## config.mk

```make
export PLATFORM = sky130hd
export DESIGN_NAME = putc_uart_tx_flat
export DESIGN_NICKNAME = d
export VERILOG_FILES = /design/src/rtl/putc_uart_tx_pkg.sv /design/src/rtl/putc_uart_tx_if.sv /design/src/rtl/putc_uart_tx_byte_fifo.sv /design/src/rtl/putc_uart_tx.sv /design/src/flat_wrapper.sv
export SDC_FILE = /design/constraint.sdc
export NUM_CORES = 1
export LEC_CHECK = 0
export ABC_AREA = 1
export CAP_MARGIN = 20
export CORE_ASPECT_RATIO = 1.5
export CORE_UTILIZATION = 38
export CTS_BUF_LIST = sky130_fd_sc_hd__clkbuf_2 sky130_fd_sc_hd__clkbuf_4 sky130_fd_sc_hd__clkbuf_8
export CTS_CLUSTER_SIZE = 8
export DETAILED_ROUTE_END_ITERATION = 7
export PLACE_DENSITY = 0.53
export SLEW_MARGIN = 40
export SYNTH_ARGS = -nofsm -noshare
export SYNTH_HDL_FRONTEND = slang
export SYNTH_SLANG_ARGS = --single-unit
```

## constraint.sdc

```tcl
create_clock -name clk -period 3.2 [get_ports clk]
set_input_delay 0.48 -clock clk [delete_from_list [all_inputs] [get_ports clk]]
set_output_delay 0.48 -clock clk [all_outputs]
set_load 0.005 [all_outputs]
```

## src/rtl/putc_uart_tx_pkg.sv

```systemverilog
`default_nettype none
// ============================================================================
// Module   : pkg_uart
// Purpose  : Shared types and default constants for the putc UART output
//            stage: serialiser state encoding, default baud divisor, default
//            character buffer depth and the character width.
// Ports    : none (package)
// Revision : 1.0 - initial release
// ============================================================================
package pkg_uart;

  // 12 MHz system clock / 115200 baud.
  localparam int UART_CLKS_PER_BIT = 104;
  localparam int UART_FIFO_DEPTH   = 16;

  // Character width; matches the byte width of the CPU data memory.
  localparam int RAM_BYTE = 8;

  typedef enum logic [1:0] {
    UART_IDLE  = 2'd0,
    UART_START = 2'd1,
    UART_DATA  = 2'd2,
    UART_STOP  = 2'd3
  } state_t;

endpackage
`default_nettype wire

```

## src/rtl/putc_uart_tx_if.sv

```systemverilog
`default_nettype none
// ============================================================================
// Module   : putc_uart_tx_if
// Purpose  : Bundles the control-unit facing push port and the status/line
//            outputs of the putc UART output stage.
// Signals  : putc      - one-cycle push strobe
//            putc_char - character to push
//            full      - character buffer full
//            idle      - buffer empty and serialiser idle
//            overflow  - sticky, a push was dropped
//            tx        - UART line, idle high
// Modports : master (control unit / top level), slave (UART output stage)
// Revision : 1.0 - initial release
// ============================================================================
interface putc_uart_tx_if
  import pkg_uart::*;
#(
  parameter int DATA_W = RAM_BYTE
) ();

  logic              putc;
  logic [DATA_W-1:0] putc_char;
  logic              full;
  logic              idle;
  logic              overflow;
  logic              tx;

  modport master (
    output putc,
    output putc_char,
    input  full,
    input  idle,
    input  overflow,
    input  tx
  );

  modport slave (
    input  putc,
    input  putc_char,
    output full,
    output idle,
    output overflow,
    output tx
  );

endinterface
`default_nettype wire

```

## src/rtl/putc_uart_tx_byte_fifo.sv

```systemverilog
`default_nettype none
// ============================================================================
// Module   : byte_fifo
// Purpose  : Synchronous single-clock FIFO. The head entry is presented
//            combinationally on pop_data; a pop advances past it.
//            Pushes into a full FIFO and pops from an empty one are ignored.
// Ports    : clk, rst    - clock, synchronous active-high reset
//            push        - write push_data at the tail
//            push_data   - data to write
//            pop         - discard the head entry
//            pop_data    - current head entry
//            count       - number of stored entries (0..DEPTH)
// Revision : 1.0 - initial release
// ============================================================================
module byte_fifo #(
  parameter int DEPTH  = 16,
  parameter int DATA_W = 8
) (
  input  logic                       clk,
  input  logic                       rst,
  input  logic                       push,
  input  logic [DATA_W-1:0]          push_data,
  input  logic                       pop,
  output logic [DATA_W-1:0]          pop_data,
  output logic [$clog2(DEPTH):0]     count
);

  localparam int PTR_W = $clog2(DEPTH);
  localparam int CNT_W = PTR_W + 1;
  localparam logic [CNT_W-1:0] C_CNT_FULL = CNT_W'(DEPTH);

  logic [DATA_W-1:0] r_mem [DEPTH];
  logic [PTR_W-1:0]  r_head;
  logic [PTR_W-1:0]  r_tail;
  logic [CNT_W-1:0]  r_count;
  logic              w_do_push;
  logic              w_do_pop;

  assign w_do_push = push && (r_count != C_CNT_FULL);
  assign w_do_pop  = pop  && (r_count != '0);

  // DEPTH is a power of two, so pointer wrap is the natural rollover.
  always_ff @(posedge clk) begin
    if (rst) begin
      r_head  <= '0;
      r_tail  <= '0;
      r_count <= '0;
    end else begin
      if (w_do_push) begin
        r_tail <= r_tail + PTR_W'(1);
      end
      if (w_do_pop) begin
        r_head <= r_head + PTR_W'(1);
      end
      case ({w_do_push, w_do_pop})
        2'b10:   r_count <= r_count + CNT_W'(1);
        2'b01:   r_count <= r_count - CNT_W'(1);
        default: r_count <= r_count;
      endcase
    end
  end

  // Storage is not reset: entries outside head..tail are never observed.
  always_ff @(posedge clk) begin
    if (w_do_push) begin
      r_mem[r_tail] <= push_data;
    end
  end

  assign pop_data = r_mem[r_head];
  assign count    = r_count;

endmodule
`default_nettype wire

```

## src/rtl/putc_uart_tx.sv

```systemverilog
`default_nettype none
// ============================================================================
// Module   : putc_uart_tx
// Purpose  : Buffers characters from PUTC instructions and serialises them
//            as 8N1 UART frames. Back-to-back frames have no idle gap.
// Ports    : clk           - system clock
//            rst           - synchronous active-high reset
//            bus (slave)   - putc / putc_char push port,
//                            full / idle / overflow status, tx line
// Revision : 1.0 - initial release
// ============================================================================
module putc_uart_tx
  import pkg_uart::*;
#(
  parameter int CLKS_PER_BIT = UART_CLKS_PER_BIT,
  parameter int FIFO_DEPTH   = UART_FIFO_DEPTH,
  parameter int DATA_W       = RAM_BYTE
) (
  input  logic          clk,
  input  logic          rst,
  putc_uart_tx_if.slave bus
);

  localparam int CNT_W  = $clog2(FIFO_DEPTH) + 1;
  localparam int BAUD_W = $clog2(CLKS_PER_BIT);
  localparam int BIT_W  = $clog2(DATA_W);
  localparam logic [CNT_W-1:0]  C_CNT_FULL  = CNT_W'(FIFO_DEPTH);
  localparam logic [BAUD_W-1:0] C_BAUD_LAST = BAUD_W'(CLKS_PER_BIT - 1);
  localparam logic [BIT_W-1:0]  C_BIT_LAST  = BIT_W'(DATA_W - 1);

  state_t            r_state;
  state_t            w_state_next;
  logic [BAUD_W-1:0] r_baud_cnt;
  logic [BIT_W-1:0]  r_bit_cnt;
  logic [DATA_W-1:0] r_shift;
  logic [DATA_W-1:0] w_shift_next;
  logic              r_tx;
  logic              w_tx_next;
  logic              r_overflow;
  logic [CNT_W-1:0]  w_count;
  logic [DATA_W-1:0] w_pop_data;
  logic              w_pop;
  logic              w_push;
  logic              w_full;
  logic              w_empty;
  logic              w_baud_done;
  logic              w_last_bit;

  // --------------------------------------------------------------------------
  // Character buffer
  // --------------------------------------------------------------------------
  // full comes from the registered count, so a pop in the same cycle cannot
  // make room for a push that arrives while the buffer is full.
  assign w_full  = (w_count == C_CNT_FULL);
  assign w_empty = (w_count == '0);
  assign w_push  = bus.putc && !w_full;

  byte_fifo #(
    .DEPTH  (FIFO_DEPTH),
    .DATA_W (DATA_W)
  ) u_fifo (
    .clk       (clk),
    .rst       (rst),
    .push      (w_push),
    .push_data (bus.putc_char),
    .pop       (w_pop),
    .pop_data  (w_pop_data),
    .count     (w_count)
  );

  // --------------------------------------------------------------------------
  // Serialiser FSM: state register
  // --------------------------------------------------------------------------
  always_ff @(posedge clk) begin
    if (rst) begin
      r_state <= UART_IDLE;
    end else begin
      r_state <= w_state_next;
    end
  end

  assign w_baud_done = (r_baud_cnt == C_BAUD_LAST);
  assign w_last_bit  = (r_bit_cnt == C_BIT_LAST);

  // --------------------------------------------------------------------------
  // Serialiser FSM: next state and pop decision
  // --------------------------------------------------------------------------
  always_comb begin
    w_state_next = r_state;
    w_pop        = 1'b0;
    case (r_state)
      UART_IDLE: begin
        if (!w_empty) begin
          w_pop        = 1'b1;
          w_state_next = UART_START;
        end
      end
      UART_START: begin
        if (w_baud_done) begin
          w_state_next = UART_DATA;
        end
      end
      UART_DATA: begin
        if (w_baud_done && w_last_bit) begin
          w_state_next = UART_STOP;
        end
      end
      UART_STOP: begin
        // Chain straight into the next start bit when more is queued.
        if (w_baud_done) begin
          if (!w_empty) begin
            w_pop        = 1'b1;
            w_state_next = UART_START;
          end else begin
            w_state_next = UART_IDLE;
          end
        end
      end
      default: begin
        w_state_next = UART_IDLE;
      end
    endcase
  end

  // --------------------------------------------------------------------------
  // Serialiser FSM: outputs
  // tx is registered from the next state so the line changes in the same
  // cycle the state does: a pop at cycle N gives a start bit from N+1.
  // --------------------------------------------------------------------------
  always_comb begin
    w_shift_next = r_shift;
    if (w_pop) begin
      w_shift_next = w_pop_data;
    end else if ((r_state == UART_DATA) && w_baud_done) begin
      w_shift_next = r_shift >> 1;
    end

    w_tx_next = 1'b1;
    case (w_state_next)
      UART_START: w_tx_next = 1'b0;
      UART_DATA:  w_tx_next = w_shift_next[0];
      default:    w_tx_next = 1'b1;
    endcase
  end

  always_ff @(posedge clk) begin
    if (rst) begin
      r_shift <= '0;
      r_tx    <= 1'b1;
    end else begin
      r_shift <= w_shift_next;
      r_tx    <= w_tx_next;
    end
  end

  // --------------------------------------------------------------------------
  // Baud and bit counters
  // Every state exit out of START/DATA/STOP coincides with w_baud_done, so
  // clearing on w_baud_done also starts each new state at zero.
  // --------------------------------------------------------------------------
  always_ff @(posedge clk) begin
    if (rst) begin
      r_baud_cnt <= '0;
      r_bit_cnt  <= '0;
    end else begin
      if ((r_state == UART_IDLE) || w_baud_done) begin
        r_baud_cnt <= '0;
      end else begin
        r_baud_cnt <= r_baud_cnt + BAUD_W'(1);
      end

      if (r_state != UART_DATA) begin
        r_bit_cnt <= '0;
      end else if (w_baud_done) begin
        r_bit_cnt <= r_bit_cnt + BIT_W'(1);
      end
    end
  end

  // --------------------------------------------------------------------------
  // Sticky overflow: set by any push presented while full.
  // --------------------------------------------------------------------------
  always_ff @(posedge clk) begin
    if (rst) begin
      r_overflow <= 1'b0;
    end else if (bus.putc && w_full) begin
      r_overflow <= 1'b1;
    end
  end

  assign bus.full     = w_full;
  assign bus.idle     = w_empty && (r_state == UART_IDLE);
  assign bus.overflow = r_overflow;
  assign bus.tx       = r_tx;

endmodule
`default_nettype wire

```

## src/flat_wrapper.sv

```systemverilog
// flat-port wrapper written by rule: the top's interface ports become plain ports
module putc_uart_tx_flat import pkg_uart::*;
#(
  parameter int CLKS_PER_BIT = UART_CLKS_PER_BIT,
  parameter int FIFO_DEPTH   = UART_FIFO_DEPTH,
  parameter int DATA_W       = RAM_BYTE
)
  (clk, rst, bus_putc, bus_putc_char, bus_full, bus_idle, bus_overflow, bus_tx);
  putc_uart_tx_if #(.DATA_W(DATA_W)) bus_i ();
  input  logic clk;
  input  logic rst;
  input wire logic [$bits(bus_i.putc)-1:0] bus_putc;
  input wire logic [$bits(bus_i.putc_char)-1:0] bus_putc_char;
  output wire logic [$bits(bus_i.full)-1:0] bus_full;
  output wire logic [$bits(bus_i.idle)-1:0] bus_idle;
  output wire logic [$bits(bus_i.overflow)-1:0] bus_overflow;
  output wire logic [$bits(bus_i.tx)-1:0] bus_tx;
  assign bus_i.putc = bus_putc;
  assign bus_i.putc_char = bus_putc_char;
  assign bus_full = bus_i.full;
  assign bus_idle = bus_i.idle;
  assign bus_overflow = bus_i.overflow;
  assign bus_tx = bus_i.tx;
  putc_uart_tx #(.CLKS_PER_BIT(CLKS_PER_BIT), .FIFO_DEPTH(FIFO_DEPTH), .DATA_W(DATA_W)) u_core (.clk(clk), .rst(rst), .bus(bus_i));
endmodule
```

After elaboration in Yosys (flattened, before gate mapping). Memory sizes are Yosys's and may differ from the RTL's. A register that Yosys moved wholly into a read port is not among the register bits. Cells that the tools add are included.

Flip-flop bits (word level): 35. Bits in latches: 0. RAM bits: 128. Input bits: 11. Memories kept: 1. Bits in read-only memories: 0.

Div/mod/pow operators: 0. Multiply operators: 0. Mux-type cells: 17. Shifts and indexed selects: 0. Bitwise logic cells: 0. $add $sub $neg: 6. Eq/ne operators: 12. Reduce and logical (&&, ||, !) cells: 16. Order comparisons: 0.

Memory list: u_core.u_fifo.r_mem (depth 16, width 8, read ports 1, clocked after memory_dff 1, write ports 1, RTL line putc_uart_tx_byte_fifo.sv:32) `logic [DATA_W-1:0] r_mem [DEPTH];`.

Operator list (number): $mux W8 (2); $pmux W5 S2 (1); $add A4 B1 Y4 const B (2); $eq A2 B2 Y1 const B (4); $mux W2 (4); $mux W4 (2); $pmux W2 S4 (1); $add A7 B1 Y7 const B (1); $eq A7 B7 Y1 const B (1); $logic_and A1 B1 Y1 (7); $eq A2 B1 Y1 const B (3); $add A5 B1 Y5 const B (1); $eq A5 B5 Y1 const B (1); $logic_not A5 Y1 (1); $mux W1 (5); $ne A5 B5 Y1 const B (1); $reduce_bool A5 Y1 (1); $sub A5 B1 Y5 const B (1); $pmux W1 S2 (2); $reduce_bool A2 Y1 (2); $reduce_or A2 Y1 (2); $add A3 B1 Y3 const B (1); $eq A3 B3 Y1 const B (1); $logic_not A2 Y1 (1); other kinds (3) (3).

Logic depth before layout (Yosys ltp). Gate-level depths: netlist (run 1).

Depth after elaboration: 7. Mapped depth: 19.

Hierarchy. Synthesis (run 1) repeated with hierarchy kept, for this count alone.

Cells, all modules: 634. Area total of the unflattened synthesis: 7349.5 sq um.

Modules (own cells, without submodules): byte_fifo (area an instance 6135.9 sq um, cells an instance 475, instances 1); putc_uart_tx (area an instance 1213.7 sq um, cells an instance 159, instances 1).

Worst setup path after synthesis (run 1). Ideal clock, no wire load.

Kind: register -> register. Start: reg u_core.r_baud_cnt[0]. End: reg u_core.u_fifo.r_count[4] (netlist: u_core.u_fifo.count[4]). Library setup time: 109 ps. Slack: 946 ps. Stages on the path, launching flop included: 19. Period minus slack after synthesis: 2254 ps. Buffers on the path: 1. Data arrival time: 2145 ps. Cell sequence: dfxtp_1 ha_1 nand2_1 nor2_4 nand3_4 nand2_4 nand2_4 inv_6 buf_6 ha_1 xor2_1 ha_1 inv_1 nand2_1 nand2_1 nand3_1 nand3_1 nand2_1 inv_1.

Word-level cells in the longest chain between the ends: 6. Elaborated cells between the ends (all ways): 8.

Ends and longest elaborated chain: from (decl) (RTL line putc_uart_tx.sv:33) `logic [BAUD_W-1:0] r_baud_cnt;`; from (signal assigned) (RTL line putc_uart_tx.sv:169) `r_baud_cnt <= r_baud_cnt + BAUD_W'(1);`; $eq A7 B7 Y1 (*) (RTL line putc_uart_tx.sv:82) `assign w_baud_done = (r_baud_cnt == C_BAUD_LAST);`; $mux W1 (*) (RTL line putc_uart_tx.sv:110) `if (w_baud_done) begin`; $pmux W1 S2 (*) (RTL line putc_uart_tx.sv:91) `case (r_state)`; $logic_and A1 B1 Y1 (*) (RTL line putc_uart_tx_byte_fifo.sv:40) `assign w_do_pop = pop && (r_count != '0);`; via u_core.u_fifo.w_do_pop (RTL line putc_uart_tx_byte_fifo.sv:37) `logic w_do_pop;`; $eq A2 B1 Y1 / $eq A2 B2 Y1 (equally long branches) (RTL line putc_uart_tx_byte_fifo.sv:55) `case ({w_do_push, w_do_pop})`; $pmux W5 S2 / $reduce_bool A2 Y1 (equally long branches); to (signal assigned) (RTL line putc_uart_tx_byte_fifo.sv:56) `2'b10: r_count <= r_count + CNT_W'(1);`; to (signal assigned) (RTL line putc_uart_tx_byte_fifo.sv:57) `2'b01: r_count <= r_count - CNT_W'(1);`; to (signal assigned) (RTL line putc_uart_tx_byte_fifo.sv:58) `default: r_count <= r_count;`; to (decl) (RTL line putc_uart_tx_byte_fifo.sv:35) `logic [CNT_W-1:0] r_count;`.

Mark *: on every way through the listed nets, which the timed path passes. The rest lies on a longest branch. A chain may end at the register's enable or synchronous reset.

Worst setup path after layout (run 1).
Start: reg u_core.r_state[1]. End: reg u_core.u_fifo.r_count[4] (netlist: u_core.u_fifo.count[4]).

Word-level cells in the longest chain between the ends: 5. Elaborated cells between the ends (all ways): 8.

Ends and longest elaborated chain: from (decl) (RTL line putc_uart_tx.sv:31) `state_t r_state;`; from (signal assigned) (RTL line putc_uart_tx.sv:78) `r_state <= w_state_next;`; $eq A2 B2 Y1 / $logic_not A2 Y1 (equally long branches) (RTL line putc_uart_tx.sv:91); $pmux W1 S2 (*) (RTL line putc_uart_tx.sv:91); $logic_and A1 B1 Y1 (*) (RTL line putc_uart_tx_byte_fifo.sv:40); $eq A2 B1 Y1 / $eq A2 B2 Y1 (equally long branches) (RTL line putc_uart_tx_byte_fifo.sv:55); $pmux W5 S2 / $reduce_bool A2 Y1 (equally long branches).

Every way passes the cells marked *; elsewhere a longest branch is shown, timed or not.

==> results_dict.tcl, run 1 <==
set metrics [dict create \
    outcome "complete, no violations" \
    cts_tree "yes" \
    synth_most_common_cell "edfxtp_1" \
    crit_fanout 14 \
    antenna_found_initial 0 \
    utilization_pct 42.84 \
    hold_violations 0 \
    clkLatencyLatePin_ps 440 \
    io_pins 15 \
    async_flop_share_pct 0 \
    numCtsBuffers 17 \
    cts-root-buf "clkbuf_8" \
    syn_nets 668 \
    drt-vias-per-instance 5.078 \
    synth.avg_cell_area_um2 11.17 \
    grt-ovfl-total 0 \
    dpl.hpwl_mm 11.15 \
    fin_crit_sh_pct 81.26 \
    cts_max_path_buffers 2 \
    synth-edff-count 128 \
    syn_area_mm2 0.007157 \
    cts_hold_buf 0 \
    yosysSeqAreaShare_pct 64.62 \
    wl_per_cell_um 17.86 \
    firstDrtPassIters 5 \
    synth_cells 641 \
    crit_arrival_ps 2950 \
    start_util_pct 38.75 \
    ys_ff_latch 167 \
    antenna_cells 0 \
    hold_depth 1 \
    cp_data_required_time_ps 3550 \
    total_leakage_power_nw 2.768 \
    switching_share_pct 34.02 \
    cts_setup_buffers 0 \
    p_switching_w 0.001996 \
    yosys_most_used_dff "edfxtp_1" \
    synthTopCellsByCount "128 x edfxtp_1, 106 x nor2_1, 69 x o21ai_0" \
    fillCellCount 1783 \
    drc 0 \
    rsz0062_at_grt "false" \
    synth_warnings 0 \
    power_frac_seq_pct 43.9 \
    cts_resized 0 \
    area_growth_pct 10.56 \
    slew_violations 0 \
    cap_violations 0 \
    grt_pass1_wl_mm 26.17 \
    intPower_w 0.003871 \
    totalWireLength_mm 16.40 \
    layout.nets 681 \
    die_y_um 170.1 \
    synth_top_area_share_pct 53.71 \
    finalClockSkew_ps 12.75 \
    finalSetupViolations 0 \
    min_period_ps 2600 \
    cts.sinks 167 \
    worst-r2r-cell-count 17 \
    via_count 4662 \
    die_w_um 114.1 \
    core_mm2 0.01847 \
    clkPwrFrac_pct 27.1 \
    combPwrFrac_pct 29.0 \
    gp_congestion 0.8373 \
    hold_class "reg -> reg" \
    htreeDepth 4 \
    portBuffers 14 \
    tightestPinTransition_ps 754.2 \
    grt_pass1_vias 4871 \
    criticalPathCategory "reg -> reg" \
    die_area_mm2 0.01940 \
    path_clk_slew_ps 80 \
    slew_headroom_pct 49.56 \
    drt_first_iter_violations 365 \
    row_count 61 \
    ir_worst_vdd_mv 0.3463 \
    layout-drive-gt1-share_pct 10.51 \
    grt_max_degree 65 \
    fmax_mhz 384.6 \
    ant_nets 0 \
    grt.total_usage_pct 18.35 \
    start_kind "register" \
    synth_area_leaders "edfxtp_1 54%, dfxtp_1 11%, nor2_1 5.6%" \
    tns_ps 0 \
    endpoint_kind "register" \
    ys_types 40 \
    power_density_mw_per_mm2 741.4 \
    synth_top_area_cell "edfxtp_1" \
]
## per-layer routing
| layer | GRT usage, % | up-vias | share of wire (%) |
|---|---|---|---|
| met1 | 20.26 | 2279 | 40 |
| met2 | 33.07 | 76 | 55 |
| met4 | 9.373 | 0 | 2.9 |
| li1 | - | 2283 | - |
| met3 | 3.632 | 24 | 2.9 |
| met5 | 0 | - | 0 |
## stage by stage
stage | setup WS (ps) | total power [W] | area, um^2 | hold WS, ps | std cells
floorplan | 946.5 | 0.003936 | 7157 | 417.6 | 641
global placement | 809.6 | 0.004313 | 7500 | 428.7 | 887
detailed placement | 616.6 | 0.004342 | 7500 | 442.4 | 887
CTS | 597.6 | 0.005932 | 7913 | 458.7 | 918
global route | 339.1 | 0.006249 | 7913 | 494.3 | 918
finish | 599.7 | 0.005866 | 7913 | 453.1 | 918
## final timing paths
path                         from                      to  slack (ps)
max             u_core.r_state[1]  u_core.u_fifo.count[4]         600
max reg2reg     u_core.r_state[1]  u_core.u_fifo.count[4]         600
min          u_core.r_baud_cnt[0]    u_core.r_baud_cnt[0]         450
min reg2reg  u_core.r_baud_cnt[0]    u_core.r_baud_cnt[0]         450
## area by class of cell
| type | instances | area (um^2) | share of cell area, % |
|---|---|---|---|
| Sequential cell | 167 | 4626 | 58.46 |
| Multi-Input combinational cell | 398 | 2171 | 27.44 |
| Tap cell | 252 | 315.3 | 3.985 |
| Clock buffer | 20 | 256.5 | 3.242 |
| Timing Repair Buffer | 22 | 200.2 | 2.530 |
| Inverter | 48 | 187.7 | 2.372 |
| Clock inverter | 11 | 156.4 | 1.977 |
## cell families (layout without fill, tap and decap cells)
logic type	count (synthesis)	count (layout)	share of synthesized area [%]
adder cells (fa/ha/maj)	16	16	2.797
AND/OR/NAND/NOR	227	227	14.37
buffers and inverters	76	101	5.052
XOR/XNOR	6	6	0.7343
flip-flops	167	167	64.62
AO/OA/AOI/OAI	149	149	12.43
## registers in the layout, indices dropped and copies added, names as in the netlist, named ones only
name	cells
u_core.u_fifo.r_head	4
u_core.r_bit_cnt	3
u_core.u_fifo.r_mem	128
u_core.r_baud_cnt	7
u_core.r_state	2
u_core.bus.tx	1
u_core.bus.overflow	1
u_core.u_fifo.count	5
u_core.r_shift	8
u_core.u_fifo.r_tail	4
## worst max-delay path, stage by stage, from the launching register on
cell	delay (ps)
dfxtp_1	420
inv_1	110
ha_1	280
inv_1	60
nand2_1	60
inv_2	100
nand2_4	120
inv_6	150
ha_1	260
xor2_1	260
ha_1	200
inv_1	40
nand2_1	90
nand2_1	70
nand3_1	90
nand3_1	90
nand2_1	80
inv_1	50
## power groups by stage
stage | clock network [W] | registers [W] | logic (W)
2_1_floorplan | 0 | 0.00259 | 0.00135
3_3_place_gp | 0 | 0.00262 | 0.00169
3_5_place_dp | 0 | 0.00262 | 0.00172
4_1_cts | 0.00163 | 0.00258 | 0.00173
5_1_grt | 0.00172 | 0.00259 | 0.00194
6_report | 0.00159 | 0.00257 | 0.00170
## cells in the final DEF (no fill, tap or decap), types with 4 or more instances in the layout
cell type	instances
a21oi_1	24
a21oi_2	5
buf_4	8
bufinv_16	4
clkbuf_8	17
clkdlybuf4s50_1	14
clkinv_2	5
dfxtp_1	38
edfxtp_1	128
ha_1	16
inv_1	42
inv_2	4
nand2_1	68
nand2_4	4
nand3_1	29
nor2_1	106
nor2_4	4
o211ai_1	16
o21ai_0	69
o21ai_1	5
o221ai_1	12
o22ai_1	10
xor2_1	4
Note: power is estimated with default switching activity, not from simulation.
==> inputs of run 2 (changes only) <==
- PLACE_DENSITY: 0.53 -> 0.55
- clock period: 3.2 -> 2.1 ns (I/O delays scaled with it)
==> run 2 against run 1 <==
Against the previous run: via count increased by 4.0%; cell count up 4.1%; sequential power increased by 53%; worst hold slack better by 13 ps; wire length down 1.2%; combinational power up 74%; total power rose by 55%; first-iteration DRC count down 28%; critical endpoint is now u_core.u_fifo.count[2].
==> results_dict.tcl, run 2 (same netlist as run 1, synthesis figures left out) <==
set metrics [dict create \
    antenna_found_initial 0 \
    numCtsBuffers 17 \
    path_clk_slew_ps 100 \
    crit_top_cell "inv_2" \
    rrSetupSlack_ps 80 \
    wl_per_cell_um 16.95 \
    cts_tree "yes" \
    drt-vias-per-instance 5.070 \
    max_flop_register "u_core.u_fifo.r_mem" \
    fillCellCount 1765 \
    layout_commonest_cell "edfxtp_1" \
    hp-start "u_core.r_bit_cnt[0]" \
    layout-drive-gt1-share_pct 18.75 \
    gp_congestion 0.8221 \
    clkLatencyLatePin_ps 450 \
    ant_nets 0 \
    crit_chain "inv_2 -> ha_4 -> inv_2 -> nand2_2 -> inv_2 -> nand2_4 -> clkinv_4 -> ha_4 -> xor2_2 -> ha_2 -> inv_2 -> nand2_4 -> xor2_1 -> o21ai_0 -> inv_1" \
    dpl.hpwl_mm 10.83 \
    hold_depth 1 \
    grt_max_degree 65 \
    antenna_cells 0 \
    fmax_mhz 496.2 \
    core_mm2 0.01847 \
    path_delay_family "adder cells" \
    whs_endpoint "u_core.r_bit_cnt[0]" \
    cts_max_path_buffers 2 \
    finalSetupViolations 0 \
    fin_crit_sh_pct 95.96 \
    htreeDepth 4 \
    start_kind "register" \
    io_pins 15 \
    cts-root-buf "clkbuf_8" \
    grt_pass1_vias 5019 \
    die_y_um 170.1 \
    row_count 61 \
    rsz0062_at_grt "true" \
    start_util_pct 38.75 \
    cap_violations 0 \
    reg2reg_from "u_core.r_state[1]" \
    cts_hold_buf 0 \
    hold_class "reg -> reg" \
    power_w 0.009086 \
    crit_fanout 3 \
    layout_common_cells "128 x edfxtp_1, 104 x nor2_1, 69 x o21ai_0, 64 x nand2_1, 43 x buf_4" \
    min_period_ps 2015 \
    slew_violations 0 \
    slew_headroom_pct 51.82 \
    worstReg2RegEnd "u_core.u_fifo.count[2]" \
    tightestPinTransition_ps 720.4 \
    cts.sinks 167 \
    portBuffers 14 \
    ir_worst_vdd_mv 0.6792 \
    finalClockSkew_ps 19.06 \
    critPathMaxStageDelay_ps 360 \
    seqCellArea_mm2 0.004633 \
    criticalPathCategory "reg -> reg" \
    via_count 4847 \
    path_depth 15 \
    crit_arrival_ps 2350 \
    cp_data_required_time_ps 2440 \
    grt_pass1_wl_mm 25.83 \
    worst-r2r-cell-count 15 \
    largest_register_ffs 128 \
    totalWireLength_mm 16.20 \
    multi_input_area_mm2 0.002271 \
    reg_top3 "u_core.u_fifo.r_mem x128, u_core.r_shift x8, u_core.r_baud_cnt x7" \
    hold_violations 0 \
    area_growth_pct 15.93 \
    power_density_mw_per_mm2 1095 \
    layout.nets 718 \
    die_w_um 114.1 \
    total_leakage_power_nw 2.956 \
    utilization_pct 44.92 \
    grt.total_usage_pct 17.81 \
    firstDrtPassIters 4 \
    cp_slowest_cell "dfxtp_2" \
    crit_buf_inv 6 \
    endpoint_kind "register" \
    drc 0 \
    die_area_mm2 0.01940 \
    outcome "complete, no violations" \
    grt-ovfl-total 0 \
    drt_first_iter_violations 262 \
]
run 2: cell count changes in the layout (fill, tap and decap cells not counted), moves of 3 or more:
cell       change
buf_4         +35
inv_8          +7
dfxtp_2        +3
clkinv_2       -5
ha_1           -6
dfxtp_1        -4
bufinv_16      -4
ha_4           +4
clkinv_4       +3
inv_2          +5
clkbuf_4       -3
inv_1          -6
nand2_1        -4
run 2: stage by stage:
stage               TNS (ps)  cell area [um^2]  hold slack (ps)  worst slack [ps]  instances
floorplan                  0              7199            413.9             1.694        641
global placement           0              7792            425.0             51.13        917
detailed placement         0              7792            432.2             39.55        917
CTS                        0              8177            445.5             17.84        949
global route          -62.01              8297            501.2            -39.82        956
finish                     0              8297            465.7             84.76        956
run 2: final cells by class:
type                    instances  share of cell area, %
repair buffers                 59                  6.062
clock inverters                15                  1.810
flip-flops and latches        167                  55.84
multi-input cells             398                  27.37
inverters                      48                  2.292
clock buffers                  17                  2.820
well taps                     252                  3.800
run 2: power by group:
group	switching (W)	total, W	internal (W)
Clock	0.00132	0.00222	0.000894
Combinational	0.00185	0.00295	0.00110
Sequential	0.000134	0.00392	0.00378
run 2: worst max-delay path by stage:
| stage | startpoint | to | slack [ps] |
|---|---|---|---|
| CTS | u_core.r_baud_cnt[0] | u_core.u_fifo.count[4] | 20 |
| floorplan | u_core.r_state[1] | u_core.u_fifo.count[4] | 2 |
| global placement | u_core.r_baud_cnt[1] | u_core.u_fifo.count[4] | 50 |
| finish | u_core.r_state[1] | u_core.u_fifo.count[2] | 80 |
| global route | u_core.r_baud_cnt[0] | u_core.u_fifo.count[4] | -40 |
| detailed placement | u_core.r_baud_cnt[0] | u_core.u_fifo.count[4] | 40 |
run 2: metal layers:
metal	wire (um)	global-route usage, %	part of all wire (%)	up-vias
met1	6354	19.66	39	2359
li1	-	-	-	2368
met3	479	2.956	3.0	32
met4	652	9.825	4.0	0
met2	8715	32.20	54	88
met5	0	0	0	-
run 2: what timing repair did:
item                                   in CTS  in global routing
endpoints found under the hold margin       0                  0
setup buffers                               0                  7
resized for setup                           0                 19
setup endpoints to repair                   0                  5
